<file path="config.mk">
export PLATFORM = sky130hd
export DESIGN_NAME = registers_flat
export DESIGN_NICKNAME = d
export VERILOG_FILES = /design/src/rtl/registers_if.sv /design/src/rtl/registers.sv /design/src/flat_wrapper.sv
export SDC_FILE = /design/constraint.sdc
export NUM_CORES = 2
export LEC_CHECK = 0
export ABC_CLOCK_PERIOD_IN_PS = 3500
export BUFFER_PORTS_ARGS = -buffer_cell sky130_fd_sc_hd__buf_2
export CAP_MARGIN = 10
export CORE_AREA = 2 2 374 284
export CTS_CLUSTER_DIAMETER = 40
export DETAILED_ROUTE_END_ITERATION = 7
export DIE_AREA = 0 0 376 286
export PLACE_DENSITY = 0.69
export SYNTH_ARGS = -nofsm -noshare
export SYNTH_HDL_FRONTEND = slang
export SYNTH_SLANG_ARGS = --single-unit
</file>
<file path="constraint.sdc">
create_clock -name clk -period 3.5 [get_ports clk]
set_input_delay 0.7 -clock clk [delete_from_list [all_inputs] [get_ports clk]]
set_output_delay 0.7 -clock clk [all_outputs]
set_load 0.01 [all_outputs]
</file>
<file path="src/rtl/registers_if.sv">
// registers_if: read/write port bundle between decode/write-back and the register file
interface registers_if #(
    parameter int DATA_WIDTH = 32,
    parameter int ADDR_WIDTH = 5
);
    logic [ADDR_WIDTH-1:0] Rr1;
    logic [ADDR_WIDTH-1:0] Rr2;
    logic [ADDR_WIDTH-1:0] WriteRegister;
    logic [DATA_WIDTH-1:0] WriteData;
    logic                  regWrite;
    logic [DATA_WIDTH-1:0] Rd1;
    logic [DATA_WIDTH-1:0] Rd2;
    modport master (output Rr1, Rr2, WriteRegister, WriteData, regWrite, input Rd1, Rd2);
    modport slave  (input Rr1, Rr2, WriteRegister, WriteData, regWrite, output Rd1, Rd2);
endinterface

</file>
<file path="src/rtl/registers.sv">
// registers: 2-read/1-write register file with r0 hardwired to zero and async active-low clear
module registers #(
    parameter int DATA_WIDTH = 32,
    parameter int ADDR_WIDTH = 5
) (
    input logic        clk,
    input logic        rst,
    registers_if.slave bus
);
    logic [DATA_WIDTH-1:0] r [2**ADDR_WIDTH];

    always_ff @(posedge clk or negedge rst) begin
        if (!rst) begin
            for (int i = 0; i < 2**ADDR_WIDTH; i++) r[i] <= '0;
        end else if (bus.regWrite && bus.WriteRegister != '0) begin
            r[bus.WriteRegister] <= bus.WriteData;
        end
    end

    // r0 and the held-in-reset state both read as zero without relying on array contents
    assign bus.Rd1 = (rst && bus.Rr1 != '0) ? r[bus.Rr1] : '0;
    assign bus.Rd2 = (rst && bus.Rr2 != '0) ? r[bus.Rr2] : '0;
endmodule

</file>
<file path="src/flat_wrapper.sv">
// flat-port wrapper written by rule: the top's interface ports become plain ports
module registers_flat 
#(
    parameter int DATA_WIDTH = 32,
    parameter int ADDR_WIDTH = 5
)
  (clk, rst, bus_Rr1, bus_Rr2, bus_WriteRegister, bus_WriteData, bus_regWrite, bus_Rd1, bus_Rd2);
  registers_if #(.DATA_WIDTH(DATA_WIDTH), .ADDR_WIDTH(ADDR_WIDTH)) bus_i ();
  input logic clk;
  input logic rst;
  input wire logic [$bits(bus_i.Rr1)-1:0] bus_Rr1;
  input wire logic [$bits(bus_i.Rr2)-1:0] bus_Rr2;
  input wire logic [$bits(bus_i.WriteRegister)-1:0] bus_WriteRegister;
  input wire logic [$bits(bus_i.WriteData)-1:0] bus_WriteData;
  input wire logic [$bits(bus_i.regWrite)-1:0] bus_regWrite;
  output wire logic [$bits(bus_i.Rd1)-1:0] bus_Rd1;
  output wire logic [$bits(bus_i.Rd2)-1:0] bus_Rd2;
  assign bus_i.Rr1 = bus_Rr1;
  assign bus_i.Rr2 = bus_Rr2;
  assign bus_i.WriteRegister = bus_WriteRegister;
  assign bus_i.WriteData = bus_WriteData;
  assign bus_i.regWrite = bus_regWrite;
  assign bus_Rd1 = bus_i.Rd1;
  assign bus_Rd2 = bus_i.Rd2;
  registers #(.DATA_WIDTH(DATA_WIDTH), .ADDR_WIDTH(ADDR_WIDTH)) u_core (.clk(clk), .rst(rst), .bus(bus_i));
endmodule
</file>
==> flow_summary_export.csv <==
group,metric,value,unit
timing,tns,-301,ps
setup_path,reg2reg_slack,2680,ps
die,fp.dieH,286,um
placement,dp_cells,5048,
finish,final_cells,5325,
power_and_ir_drop,peakVddDrop,0.525,mV
setup_path,crit_path_end_kind,"output pin",
logic_synthesis,synth-xor-area-share,0,
clock_tree,htree_levels,4,
grt,grt_usage,0.333,
drt,drcViolationCount,0,
setup_path,critPathSlowestCell,"nor2b_4",
clock_tree,clk_latency,720,ps
logic_synthesis,syn-instance-count,3735,
setup_path,cp.depth,8,
grt,grt-ovfl-total,0,
logic_synthesis,syn_area,54700,sq um
grt,grt_pass1_wl,261000,um
logic_synthesis,synthAdderAreaFrac,0,
grt,grt_max_degree,170,
logic_synthesis,synth_simple_gate_area_frac,0.0191,
logic_synthesis,yosysSeqAreaShare,0.469,
clock_tree,clockBufferDepth,3,
setup_path,slowest_delay,990,ps
finish,multi_input_area,27500,sq um
logic_synthesis,syn_area_per_cell,14.6,sq um
clock_tree,cts.sinks,1024,
run,cap_violations,0,
logic_synthesis,synth_edf_count,0,
clock_tree,clkTransAtPathRegs,50,ps
drt,routedWlPerCell,33.7,um
setup_path,reg2reg_depth,1,
logic_synthesis,synth_top_family_by_area,"multiplexers",
setup_path,cp-start-kind,"input pin",
die,io_pins,114,
logic_synthesis,ys_ff_latch,1024,
power_and_ir_drop,p_leak,28.4,nW
logic_synthesis,synth_mux_area_frac,0.435,
setup_path,crit_chain,"buf_16, nor2b_4, buf_6, a2bb2oi_1, nand3_1, a211oi_2, buf_4, buf_2",
timing,rsz0062_at_grt,"yes",
setup_path,crit_type,"in2out",
die,start_util,0.525,
logic_synthesis,synth.top_cell.area_share,0.469,
timing,min_period_over_period,1.02,
setup_path,r2r_start,"u_core.r[116]",
outcome,outcome,"complete, but fails checks",
die,core_area,104000,sq um
timing,relSlewSlack,0.167,
timing,max_freq,0.281,GHz
drt,first_iter_violations,4411,
logic_synthesis,synth.top_cells.by_area,"dfrtp_1 (47%), mux2_2 (21%), mux4_2 (15%)",
finish,drive_above_1_share,0.533,
drt,wirelength,180000,um
drt,num_vias,36800,
setup_path,critPathBufInv,4,
timing,fin_skew,0,ps
clock_tree,cts_tree,"built",
finish,final.fill_count,7779,
timing,slew_viol_final,0,
drt,vias_per_cell,6.92,
timing,postLayoutSetupSlackWorst,-53.0,ps
placement,dp_hpwl,109000,um
logic_synthesis,async_reset_ff_frac,1.00,
logic_synthesis,syn_nets,3785,
grt,grt_pass1_vias,36700,
logic_synthesis,synth_compound_area_frac,0.0428,
logic_synthesis,synthDistinctLibCells,37,
die,die-area,108000,sq um
setup_path,crit_fanout,21,
setup_path,critical_path_arrival,2850,ps
die,die_w,376,um
power_and_ir_drop,report.power.total,0.0384,W
finish,area_growth,16.7,%
finish,num-nets-final,3891,
drt,postRouteAntennaNets,0,
finish,regArea,25600,sq um
placement,gp_congestion,0.859,
logic_synthesis,yosysWarnings,0,
logic_synthesis,synth_ff_type,"dfrtp_1",
timing,min_period,3550,ps
setup_path,crit_required,2800,ps
timing,finalHoldViolCount,0,
outcome,violations,"negative setup slack",
placement,io_buffer_count,113,
timing,tightest_slew,1250,ps
finish,largest_reg_flops,1024,
drt,drt_pass1_iterations,5,
grt,antenna_found_initial,17,
power_and_ir_drop,power_density,602,nW/um^2
logic_synthesis,yosysTopAreaCell,"dfrtp_1",
clock_tree,cts_root_buffer,"clkbuf_16",
clock_tree,numCtsBuffers,143,
hold_path,hold_path_class,"in2async",
die,num_rows,103,
setup_path,r2r_end,"u_core.r[116]",
timing,setup_viol,11,
finish,reg.largest.list,"u_core.r (1024)",
finish,largest-register,"u_core.r",
setup_path,cp_top_family,"simple AND/OR/NAND/NOR gates",
==> through the flow <==
stage | hold WS, ps | cell area [sq um] | setup WS [ps] | utilization
final | 171 | 63800 | -53.0 | 0.613
after global routing | 212 | 63800 | -78.7 | 0.613
after CTS | 160 | 63500 | 4.87 | 0.610
after detailed placement | 382 | 58300 | -464 | 0.560
after global placement | 384 | 58300 | -413 | 0.560
after floorplan | 404 | 54700 | 545 | -
==> layout by cell type, fill, tap and decap left out, types with 25 or more instances in the layout <==
cell type  count
a21oi_1       56
buf_2        105
mux4_2       368
mux2_2      1023
a221oi_2      27
nand2_1       82
dfrtp_1     1024
clkbuf_16    153
mux2_1        25
nand3_1       56
a2bb2oi_1     30
o221ai_1      81
buf_4        180
a211oi_1      26
mux2i_1      366
buf_12        69
==> where the power goes <==
part           switching (W)  total [W]  internal (W)
registers            0.00179     0.0159        0.0141
logic                0.00298    0.00720       0.00422
clock network        0.00566     0.0153       0.00964
==> area by class of cell <==
cell class / instances / area share
clock inverters: 77 / 0.0159
repair buffers: 385 / 0.0605
well taps: 1365 / 0.0268
diodes: 4 / 0.000157
multi-input cells: 2286 / 0.431
flip-flops and latches: 1024 / 0.402
inverters: 1 / 0.0000588
clock buffers: 183 / 0.0635
==> worst max-delay path by stage <==
stage / startpoint / end / slack, ps
floorplan: bus_Rr1[0] / bus_Rd1[10] / 540
global placement: bus_Rr2[1] / bus_Rd2[25] / -410
detailed placement: bus_Rr2[1] / bus_Rd2[25] / -460
CTS: bus_Rr1[0] / bus_Rd1[11] / 5
global route: bus_Rr2[1] / bus_Rd2[14] / -80
finish: bus_Rr2[1] / bus_Rd2[16] / -50
==> metal layers <==
layer | global-route usage | routed length (um)
met1 | 0.499 | 78800
met2 | 0.470 | 77500
met3 | 0.0938 | 18200
met4 | 0.106 | 5050
met5 | 0 | 84
==> synthesized netlist by cell type, drive strengths merged (7+ instances only) <==
master      n
o221ai     84
nand2      97
a21oi      56
dfrtp    1024
a221oi     32
mux2     1048
a211oi     32
nand3      59
mux4      368
buf       197
nor2       21
a22oi      24
mux2i     368
clkbuf    227
o22a       20
a2bb2oi    32
nand3b      7
nand4      12
==> cells by family (layout without fill, tap and decap cells) <==
| group | Yosys count | after routing |
|---|---|---|
| and+or+nand+nor | 221 | 221 |
| buffers and inverters | 425 | 646 |
| other | 0 | 4 |
| muxes | 1784 | 1784 |
| DFF | 1024 | 1024 |
| AOI/OAI and AO/OA | 281 | 281 |
==> repair_timing <==
action	4_1_cts	5_1_grt
setup buffers	4	3
gates resized for setup	11	29
endpoints found under the hold margin	16	0
hold buffers	1	0
endpoints found under the setup margin	7	18
pin swaps	1	3
gates cloned	0	5
(Power assumes the default switching activity.)
